File: config.mk
export PLATFORM = sky130hd
export DESIGN_NAME = load_store_unit
export DESIGN_NICKNAME = d
export VERILOG_FILES = /design/src/rtl/load_store_unit_pkg.sv /design/src/rtl/load_store_unit_load_align.sv /design/src/rtl/load_store_unit.sv
export SDC_FILE = /design/constraint.sdc
export NUM_CORES = 1
export LEC_CHECK = 0
export ABC_AREA = 1
export BUFFER_PORTS_ARGS = -buffer_cell sky130_fd_sc_hd__clkbuf_2
export CAP_MARGIN = 20
export CELL_PAD_IN_SITES_DETAIL_PLACEMENT = 2
export CELL_PAD_IN_SITES_GLOBAL_PLACEMENT = 2
export CORE_ASPECT_RATIO = 0.9
export CORE_MARGIN = 2
export CORE_UTILIZATION = 27
export DETAILED_ROUTE_END_ITERATION = 7
export PLACE_DENSITY_LB_ADDON = 0.1
export SYNTH_ARGS = -nofsm -noshare
export SYNTH_HDL_FRONTEND = slang
export SYNTH_SLANG_ARGS = --single-unit
File: constraint.sdc
create_clock -name clk -period 4.15 [get_ports clk]
set_clock_uncertainty 0.2 [all_clocks]
set_input_delay 0.83 -clock clk [delete_from_list [all_inputs] [get_ports clk]]
set_output_delay 0.83 -clock clk [all_outputs]
set_load 0.05 [all_outputs]
File: src/rtl/load_store_unit_pkg.sv
// Shared encodings for the load/store unit: funct3 access sizes, FSM states and width defaults.
package load_store_unit_pkg;

    localparam int WIDTH_DEF     = 32;
    localparam int REG_WIDTH_DEF = 5;

    localparam logic [2:0] F3_LB  = 3'b000;
    localparam logic [2:0] F3_LH  = 3'b001;
    localparam logic [2:0] F3_LW  = 3'b010;
    localparam logic [2:0] F3_LBU = 3'b100;
    localparam logic [2:0] F3_LHU = 3'b101;

    localparam logic [2:0] F3_SB  = 3'b000;
    localparam logic [2:0] F3_SH  = 3'b001;
    localparam logic [2:0] F3_SW  = 3'b010;

    localparam logic [1:0] ST_IDLE = 2'd0;
    localparam logic [1:0] ST_REQ  = 2'd1;
    localparam logic [1:0] ST_WAIT = 2'd2;
    localparam logic [1:0] ST_RESP = 2'd3;

endpackage

File: src/rtl/load_store_unit_load_align.sv
// Combinational load extraction: selects the byte/half lane from the read word and extends it.
module load_store_unit_load_align
    import load_store_unit_pkg::*;
#(
    parameter int WIDTH = WIDTH_DEF
) (
    input  logic [WIDTH-1:0] rdata,
    input  logic [1:0]       addr_lo,
    input  logic [2:0]       funct3,
    output logic [WIDTH-1:0] wb_data
);

    logic [7:0]  byte_s;
    logic [15:0] half_s;

    // Lane select followed by sign or zero extension to the full register width.
    always_comb begin
        byte_s  = rdata[7:0];
        half_s  = rdata[15:0];
        wb_data = {WIDTH{1'b0}};
        case (addr_lo)
            2'b00:   byte_s = rdata[7:0];
            2'b01:   byte_s = rdata[15:8];
            2'b10:   byte_s = rdata[23:16];
            2'b11:   byte_s = rdata[31:24];
            default: byte_s = rdata[7:0];
        endcase
        if (addr_lo[1]) begin
            half_s = rdata[31:16];
        end else begin
            half_s = rdata[15:0];
        end
        case (funct3)
            F3_LB:   wb_data = {{(WIDTH-8){byte_s[7]}}, byte_s};
            F3_LH:   wb_data = {{(WIDTH-16){half_s[15]}}, half_s};
            F3_LW:   wb_data = rdata;
            F3_LBU:  wb_data = {{(WIDTH-8){1'b0}}, byte_s};
            F3_LHU:  wb_data = {{(WIDTH-16){1'b0}}, half_s};
            default: wb_data = {WIDTH{1'b0}};
        endcase
    end

endmodule

File: src/rtl/load_store_unit.sv
// Memory stage: one LOAD/STORE at a time over a req/gnt/rvalid data-memory handshake,
// with store lane steering, alignment checking and aligned load writeback.
module load_store_unit
    import load_store_unit_pkg::*;
#(
    parameter int WIDTH     = WIDTH_DEF,
    parameter int REG_WIDTH = REG_WIDTH_DEF
) (
    input  logic                 clk,
    input  logic                 reset,
    input  logic                 in_valid,
    output logic                 in_ready,
    input  logic                 is_store,
    input  logic [2:0]           funct3,
    input  logic [WIDTH-1:0]     addr,
    input  logic [WIDTH-1:0]     store_data,
    input  logic [REG_WIDTH-1:0] rd,
    output logic                 mem_req,
    output logic                 mem_we,
    output logic [WIDTH-1:0]     mem_addr,
    output logic [WIDTH-1:0]     mem_wdata,
    output logic [3:0]           mem_wstrb,
    input  logic                 mem_gnt,
    input  logic                 mem_rvalid,
    input  logic [WIDTH-1:0]     mem_rdata,
    output logic                 wb_valid,
    output logic [REG_WIDTH-1:0] wb_rd,
    output logic [WIDTH-1:0]     wb_data,
    output logic                 access_err
);

    logic [1:0]           state_r;
    logic                 in_ready_r;
    logic                 is_store_r;
    logic [2:0]           funct3_r;
    logic [1:0]           addr_lo_r;
    logic [REG_WIDTH-1:0] rd_r;
    logic                 mem_req_r;
    logic                 mem_we_r;
    logic [WIDTH-1:0]     mem_addr_r;
    logic [WIDTH-1:0]     mem_wdata_r;
    logic [3:0]           mem_wstrb_r;
    logic                 wb_valid_r;
    logic [REG_WIDTH-1:0] wb_rd_r;
    logic [WIDTH-1:0]     wb_data_r;
    logic                 access_err_r;

    logic                 illegal_s;
    logic [WIDTH-1:0]     wdata_s;
    logic [3:0]           wstrb_s;
    logic [WIDTH-1:0]     align_s;

    // Misalignment and unsupported-funct3 detection on the incoming request.
    always_comb begin
        illegal_s = 1'b0;
        if (is_store) begin
            case (funct3)
                F3_SB:   illegal_s = 1'b0;
                F3_SH:   illegal_s = addr[0];
                F3_SW:   illegal_s = (addr[1:0] != 2'b00);
                default: illegal_s = 1'b1;
            endcase
        end else begin
            case (funct3)
                F3_LB, F3_LBU: illegal_s = 1'b0;
                F3_LH, F3_LHU: illegal_s = addr[0];
                F3_LW:         illegal_s = (addr[1:0] != 2'b00);
                default:       illegal_s = 1'b1;
            endcase
        end
    end

    // Store lane steering: replicate the datum into every lane, enable only the addressed ones.
    always_comb begin
        wdata_s = store_data;
        wstrb_s = 4'b0000;
        if (is_store) begin
            case (funct3)
                F3_SB: begin
                    wdata_s = {4{store_data[7:0]}};
                    wstrb_s = 4'b0001 << addr[1:0];
                end
                F3_SH: begin
                    wdata_s = {2{store_data[15:0]}};
                    wstrb_s = addr[1] ? 4'b1100 : 4'b0011;
                end
                F3_SW: begin
                    wdata_s = store_data;
                    wstrb_s = 4'b1111;
                end
                default: begin
                    wdata_s = store_data;
                    wstrb_s = 4'b0000;
                end
            endcase
        end else begin
            wdata_s = store_data;
            wstrb_s = 4'b0000;
        end
    end

    // Aligns mem_rdata directly so the response can be captured the cycle it arrives.
    load_store_unit_load_align #(
        .WIDTH (WIDTH)
    ) u_load_align (
        .rdata   (mem_rdata),
        .addr_lo (addr_lo_r),
        .funct3  (funct3_r),
        .wb_data (align_s)
    );

    // Access FSM; all outputs are registered and the pulses default low each cycle.
    always_ff @(posedge clk) begin
        if (reset) begin
            state_r      <= ST_IDLE;
            in_ready_r   <= 1'b1;
            is_store_r   <= 1'b0;
            funct3_r     <= 3'b000;
            addr_lo_r    <= 2'b00;
            rd_r         <= {REG_WIDTH{1'b0}};
            mem_req_r    <= 1'b0;
            mem_we_r     <= 1'b0;
            mem_addr_r   <= {WIDTH{1'b0}};
            mem_wdata_r  <= {WIDTH{1'b0}};
            mem_wstrb_r  <= 4'b0000;
            wb_valid_r   <= 1'b0;
            wb_rd_r      <= {REG_WIDTH{1'b0}};
            wb_data_r    <= {WIDTH{1'b0}};
            access_err_r <= 1'b0;
        end else begin
            wb_valid_r   <= 1'b0;
            access_err_r <= 1'b0;
            case (state_r)
                ST_IDLE: begin
                    if (in_valid) begin
                        is_store_r <= is_store;
                        funct3_r   <= funct3;
                        addr_lo_r  <= addr[1:0];
                        rd_r       <= rd;
                        in_ready_r <= 1'b0;
                        if (illegal_s) begin
                            access_err_r <= 1'b1;
                            state_r      <= ST_RESP;
                        end else begin
                            mem_req_r   <= 1'b1;
                            mem_we_r    <= is_store;
                            mem_addr_r  <= {addr[WIDTH-1:2], 2'b00};
                            mem_wdata_r <= wdata_s;
                            mem_wstrb_r <= wstrb_s;
                            state_r     <= ST_REQ;
                        end
                    end else begin
                        in_ready_r <= 1'b1;
                    end
                end
                ST_REQ: begin
                    if (mem_gnt) begin
                        mem_req_r   <= 1'b0;
                        mem_we_r    <= 1'b0;
                        mem_wstrb_r <= 4'b0000;
                        if (is_store_r) begin
                            in_ready_r <= 1'b1;
                            state_r    <= ST_IDLE;
                        end else if (mem_rvalid) begin
                            wb_data_r  <= align_s;
                            wb_rd_r    <= rd_r;
                            wb_valid_r <= 1'b1;
                            state_r    <= ST_RESP;
                        end else begin
                            state_r <= ST_WAIT;
                        end
                    end else begin
                        state_r <= ST_REQ;
                    end
                end
                ST_WAIT: begin
                    if (mem_rvalid) begin
                        wb_data_r  <= align_s;
                        wb_rd_r    <= rd_r;
                        wb_valid_r <= 1'b1;
                        state_r    <= ST_RESP;
                    end else begin
                        state_r <= ST_WAIT;
                    end
                end
                ST_RESP: begin
                    in_ready_r <= 1'b1;
                    state_r    <= ST_IDLE;
                end
                default: begin
                    mem_req_r   <= 1'b0;
                    mem_we_r    <= 1'b0;
                    mem_wstrb_r <= 4'b0000;
                    in_ready_r  <= 1'b1;
                    state_r     <= ST_IDLE;
                end
            endcase
        end
    end

    assign in_ready   = in_ready_r;
    assign mem_req    = mem_req_r;
    assign mem_we     = mem_we_r;
    assign mem_addr   = mem_addr_r;
    assign mem_wdata  = mem_wdata_r;
    assign mem_wstrb  = mem_wstrb_r;
    assign wb_valid   = wb_valid_r;
    assign wb_rd      = wb_rd_r;
    assign wb_data    = wb_data_r;
    assign access_err = access_err_r;

endmodule

# Yosys cells after proc, flatten, opt, wreduce, memory -nomap -nowiden
# Index checks and enable logic that the tools add are counted.
[op_classes]
n_addsub = 0
n_reduce_logical = 16
n_eq_ne = 19
shifts = 1
bitwise = 3
order_cmp = 0
n_mul = 0
n_mux = 45
n_div = 0
[op_table]
columns = ["operator", "count"]
rows = [
  ["$pmux 32 s5", 1],
  ["$mux 32", 4],
  ["$pmux 32 s2", 2],
  ["$pmux 8 s4", 1],
  ["$mux 4", 5],
  ["$mux 16", 1],
  ["$mux 5", 3],
  ["$mux 1", 14],
  ["$eq 3x3->1 const B", 4],
  ["$pmux 4 s3", 1],
  ["$ne 2x2->1 const B", 5],
  ["$pmux 5 s2", 1],
  ["$pmux 1 s3", 3],
  ["$reduce_and 3->1", 3],
  ["$eq 2x2->1 const B", 4],
  ["$mux 2", 4],
  ["$pmux 2 s4", 1],
  ["$pmux 4 s2", 1],
  ["$eq 3x1->1 const B", 2],
  ["$eq 3x2->1 const B", 2],
  ["$logic_not 3->1", 2],
  ["$pmux 1 s2", 3],
  ["$reduce_bool 2->1", 3],
  ["$eq 2x1->1 const B", 2],
  ["8 further kinds", 12],
]
[totals]
inputBits = 110
reg_bits = 121
output_inout_bits = 110
mem_bits_ro = 0
word_cells = 99
ram_bits = 0
mem_count = 0
latch_bits = 0

# Longest topological paths before layout
[depth]
word_depth = 7
ltp_mapped = 11
mapped_depth_nobuf = 10

# Cells and area by module
# From an unflattened synthesis, not the netlist that was laid out.
[hier_totals]
hier_cells = 924
area_unflattened_um2 = 6018.3
[by_module_without_submodules]
columns = ["mod", "instances", "area_per_inst_um2", "cells_each", "seq_area_each_um2"]
rows = [
  ["load_store_unit", 1, 4921.0, 669, 2422.3],
  ["load_store_unit_load_align", 1, 1097.3, 255, 0.0],
]

# Worst setup path after synthesis
# Ideal clock, no wire load.
[synth_timing]
path_kind = "input port to flip-flop"
startpoint = "input funct3[2]"
endpoint = "register mem_wdata_r[29], in the netlist mem_wdata[29]"
n_path_buf = 1
slack_ps = 1961
stages = 9
arrival_ps = 1873
t_required_ps = 3834
setup_ps = 116
path_cell_list = "nor2_2 -> nand2_4 -> a21oi_4 -> inv_4 -> buf_6 -> nand2_1 -> nand2_1 -> nor2_1 -> nor2_1"
[synth_via]
elab_chain_len = 6
word_cells_on_any_way = 14
classes_between = "4 x eq/ne; 5 x mux; 1 x bitwise; 4 x reduce/logical"
[synth_rtl]
columns = ["item", "line", "source"]
rows = [
  ["start, declared", "load_store_unit.sv:14", "input logic [2:0] funct3,"],
  ["$eq 3x1->1, or another cell as far along", "load_store_unit.sv:57, load_store_unit.sv:64, load_store_unit.sv:78", ""],
  ["$reduce_or 2->1", "load_store_unit.sv:64", "case (funct3)"],
  ["$pmux 1 s3", "load_store_unit.sv:64", ""],
  ["$mux 1", "load_store_unit.sv:56", "if (is_store) begin"],
  ["$not 1->1 (no source line)", "-", ""],
  ["$reduce_and 3->1 (no source line)", "-", ""],
  ["end signal, assigned", "load_store_unit.sv:124", "mem_wdata_r <= {WIDTH{1'b0}};"],
  ["end signal, assigned", "load_store_unit.sv:148", "mem_wdata_r <= wdata_s;"],
  ["end, declared", "load_store_unit.sv:41", "logic [WIDTH-1:0] mem_wdata_r;"],
]
# Parallel ways exist; a longest one is shown, timed or not.
# A chain may end at the register's enable or synchronous reset.

# Worst setup path after layout
[layout_timing]
startpoint = "register state_r[1]"
endpoint = "register wb_data_r[31], in the netlist wb_data[31]"
[layout_via]
elab_chain_len = 3
word_cells_on_any_way = 7
classes_between = "4 x eq/ne; 1 x mux; 2 x reduce/logical"
[layout_rtl]
columns = ["item", "line", "source"]
rows = [
  ["start, declared", "load_store_unit.sv:32", "logic [1:0] state_r;"],
  ["start signal, assigned", "load_store_unit.sv:115", "state_r <= ST_IDLE;"],
  ["start signal, assigned", "load_store_unit.sv:143", "state_r <= ST_RESP;"],
  ["start signal, assigned", "load_store_unit.sv:150", "state_r <= ST_REQ;"],
  ["$eq 2x1->1 / $eq 2x2->1 (equally long branches)", "load_store_unit.sv:133", "case (state_r)"],
  ["$ne 2x2->1 (no source line) / $reduce_bool 2->1 (equally long branches)", "-", ""],
  ["$reduce_and 3->1 (no source line)", "-", ""],
  ["end signal, assigned", "load_store_unit.sv:128", "wb_data_r <= {WIDTH{1'b0}};"],
  ["end signal, assigned", "load_store_unit.sv:165", "wb_data_r <= align_s;"],
  ["end signal, assigned", "load_store_unit.sv:178", "wb_data_r <= align_s;"],
  ["end, declared", "load_store_unit.sv:45", "logic [WIDTH-1:0] wb_data_r;"],
]
# Parallel ways exist; a longest one is shown, timed or not.

==> results_dict.tcl <==
set metrics [dict create \
    wl_microns 22140 \
    syn_to_final_growth_pct 31.01 \
    tns_ns 0 \
    post_synth_xor_area_fraction 0 \
    synth_cells 847 \
    drt_first_pass_iters 4 \
    io_pins 220 \
    cp_slowest_cell "inv_1" \
    slew_headroom 0.3434 \
    setup.worst_path.class "reg2reg" \
    clockPowerShare 0.321 \
    wl_per_cell_microns 16.56 \
    rsz0062_at_grt "no" \
    synth_top_family_by_area "simple AND/OR/NAND/NOR gates" \
    timing.final.crit_share 0.6348 \
    pwr-share-comb 0.353 \
    die_x_microns 157.4 \
    h-tree-depth 4 \
    p_int_mw 2.562 \
    synth.distinct_cells 30 \
    ys_seq_area_frac 0.4234 \
    synth_top_area_share 0.4234 \
    vdd_drop_max_uv 232.4 \
    setup_violations 0 \
    die_h_microns 142.1 \
    final_layout_size_suffix_gt1_frac 0.2693 \
    nNetsFinal 1155 \
    cpMostUsedCell "inv_1" \
    dp_worst_setup_slack_ns 1.072 \
    drv_cap 0 \
    antenna_found_initial 0 \
    fin_crit_ns 2.634 \
    place_inst 1306 \
    synth-simple-area-share 0.3045 \
    synth_compound_area_frac 0.1730 \
    drv_slew 0 \
    fin_cells 1337 \
    clockBufferDepth 2 \
    grt_use_total 0.1992 \
    r2r_cells 9 \
    max_freq_ghz 0.3796 \
    crit_buf_inv 3 \
    cts_resized 0 \
    cpPeakStageDelay_ns 0.72 \
    run_status "completed" \
    die-area_sq_um 22370 \
    tightest_slew_ns 0.9839 \
    cp-end-kind "register" \
    routed-via-count 6304 \
    synthTopCellsByArea "dfxtp_1 42%, nand2_1 13%, nor2_1 11%" \
    hold_path.class "reg2reg" \
    clkSinkCount 121 \
    drc 0 \
    critical_path_peak_fanout 30 \
    p_leak_nw 3.683 \
    root_buffer "clkbuf_16" \
    grt_pass1_wl_microns 34760 \
    synth_largest_area_cell "dfxtp_1" \
    critPathLaunchType "register" \
    row_count 50 \
    finalHoldViolations 0 \
    hold-worst-slack_ns 0.2647 \
    n_antenna_cell 0 \
    power.switching_mw 1.897 \
    drt-initial-drc-count 260 \
    worst_slack_ns 1.516 \
    ant_nets 0 \
    grt_pass1_vias 6467 \
    p_seq_frac 0.325 \
    crit_cells 9 \
    synth_area_per_cell_sq_um 6.754 \
    grt_remaining_overflow 0 \
    ys_warn_count 0 \
    synth_seq_cells 121 \
    path_cells "inv_1, ha_1, inv_1, nor2_1, nor2_1, nand2_1, inv_1, nand2_1, a21oi_1" \
    path_delay_family "buffers and inverters" \
    switching_share 0.4255 \
    cts_buffers 17 \
    path_clk_slew_ns 0.06 \
    syn-cell-area_sq_um 5720 \
    whs_path_depth 2 \
    cts_tree "built" \
    dp_hpwl_microns 15970 \
    cts-hold-fix-buffers 0 \
    clkLatencyLatePin_ns 0.42 \
    core_area_sq_um 20770 \
    powerDensity_nw_per_um2 595.0 \
    synth_fa_ha_area_frac 0.01312 \
    required_ns 4.29 \
    synth_mux_area_frac 0 \
    gp_congestion 0.7708 \
    start_util 0.2754 \
    port_buffers 217 \
    post_cts_buffers 0 \
    via_per_inst 4.715 \
    grt_max_degree 63 \
    arrival_ns 2.78 \
]
[cells in the mapped netlist, drive strengths merged]
master and count:
o22ai 14, ha 6, dfxtp 121, nand2 207
or2 2, a41oi 1, nor3 3, nor2 165
inv 52, o21a 7, conb 1, clkbuf 23
o21ai 106, buf 29, a32oi 1, clkinv 1
a21oi 52, nand4 2, nand3 54
[routing by layer]
metal	vias up	wire (microns)	track usage
met1	3026	9754	0.2480
met4	0	176	0.04880
met2	153	10450	0.3273
met5	-	0	0
met3	13	1757	0.07278
li1	3112	-	-
[kinds of logic (layout without fill, tap and decap cells)]
kind of cell / Yosys count / after routing
flops: 121 / 121
simple gates: 433 / 433
compound gates: 181 / 181
other cells: 1 / 2
fa+ha+maj: 6 / 6
buf+inv: 105 / 308
[power by group through the flow]
stage,Combinational (mW),Clock [mW],Sequential [mW]
global placement,1.57,0,1.47
detailed placement,1.58,0,1.48
CTS,1.60,1.47,1.45
floorplan,0.668,0,1.96
global route,1.74,1.52,1.48
finish,1.58,1.43,1.45
[cell usage in the layout, fill, tap and decap left out]
cell type	synthesis	layout
o22ai_1	14	14
o21a_1	7	7
o21ai_2	8	8
dfxtp_1	121	121
nand3_1	54	54
nand2_4	2	2
nor3_1	3	3
inv_4	2	2
nand2_2	3	3
nor2_2	2	2
a21oi_1	51	51
nand2_1	202	202
bufinv_16	0	1
or2_1	1	1
clkbuf_16	0	17
ha_1	6	6
nor2_1	162	162
a21oi_4	1	1
nor2_4	1	1
clkbuf_2	0	217
clkbuf_8	0	1
buf_4	6	7
a32oi_1	1	1
clkinvlp_4	0	4
inv_1	43	42
clkinv_1	1	1
or2_2	1	1
o21ai_0	98	98
inv_2	7	8
clkinv_2	0	3
conb_1	1	2
inv_6	0	4
a41oi_1	1	1
nand4_1	2	2
clkinv_4	0	1
[final timing paths]
| path | endpoint | slack [ns] | from |
|---|---|---|---|
| worst min register to register | wb_data[4] | 0.26 | wb_data[4] |
| worst max register to register | wb_data[31] | 1.52 | state_r[1] |
| worst max-delay path | wb_data[31] | 1.52 | state_r[1] |
| worst min-delay path | wb_data[4] | 0.26 | wb_data[4] |
[registers in the layout, indices dropped and copies added, names as in the netlist]
signal      count
mem_wdata      32
wb_data        32
mem_addr       30
rd_r            5
wb_rd           5
mem_wstrb       4
funct3_r        3
addr_lo_r       2
state_r         2
access_err      1
in_ready        1
is_store_r      1
mem_req         1
mem_we          1
wb_valid        1
[final cells by class]
class                   instances  area [sq um]
clock buffers                  18         439.2
clock inverters                13         118.9
fillers                      2603         13280
inverters                      53         203.9
multi-input cells             622          2814
flip-flops and latches        121          2422
well taps                     286         357.8
repair buffers                224          1139
[per-stage QoR]
| step | total power [mW] | cell area [sq um] | utilization |
|---|---|---|---|
| floorplan | 2.632 | 5724 | - |
| global placement | 3.038 | 6937 | 0.3340 |
| detailed placement | 3.060 | 6937 | 0.3340 |
| CTS | 4.521 | 7495 | 0.3608 |
| global route | 4.731 | 7495 | 0.3608 |
| finish | 4.459 | 7495 | 0.3608 |
[worst register-to-register path, cell delays in order (launching register included)]
cell and delay, ns:
dfxtp_1 0.42, inv_1 0.11, ha_1 0.32, inv_1 0.12
nor2_1 0.08, nor2_1 0.11, nand2_1 0.08, inv_1 0.72
nand2_1 0.23, a21oi_1 0.18
Note: power is estimated with default switching activity, not from simulation.
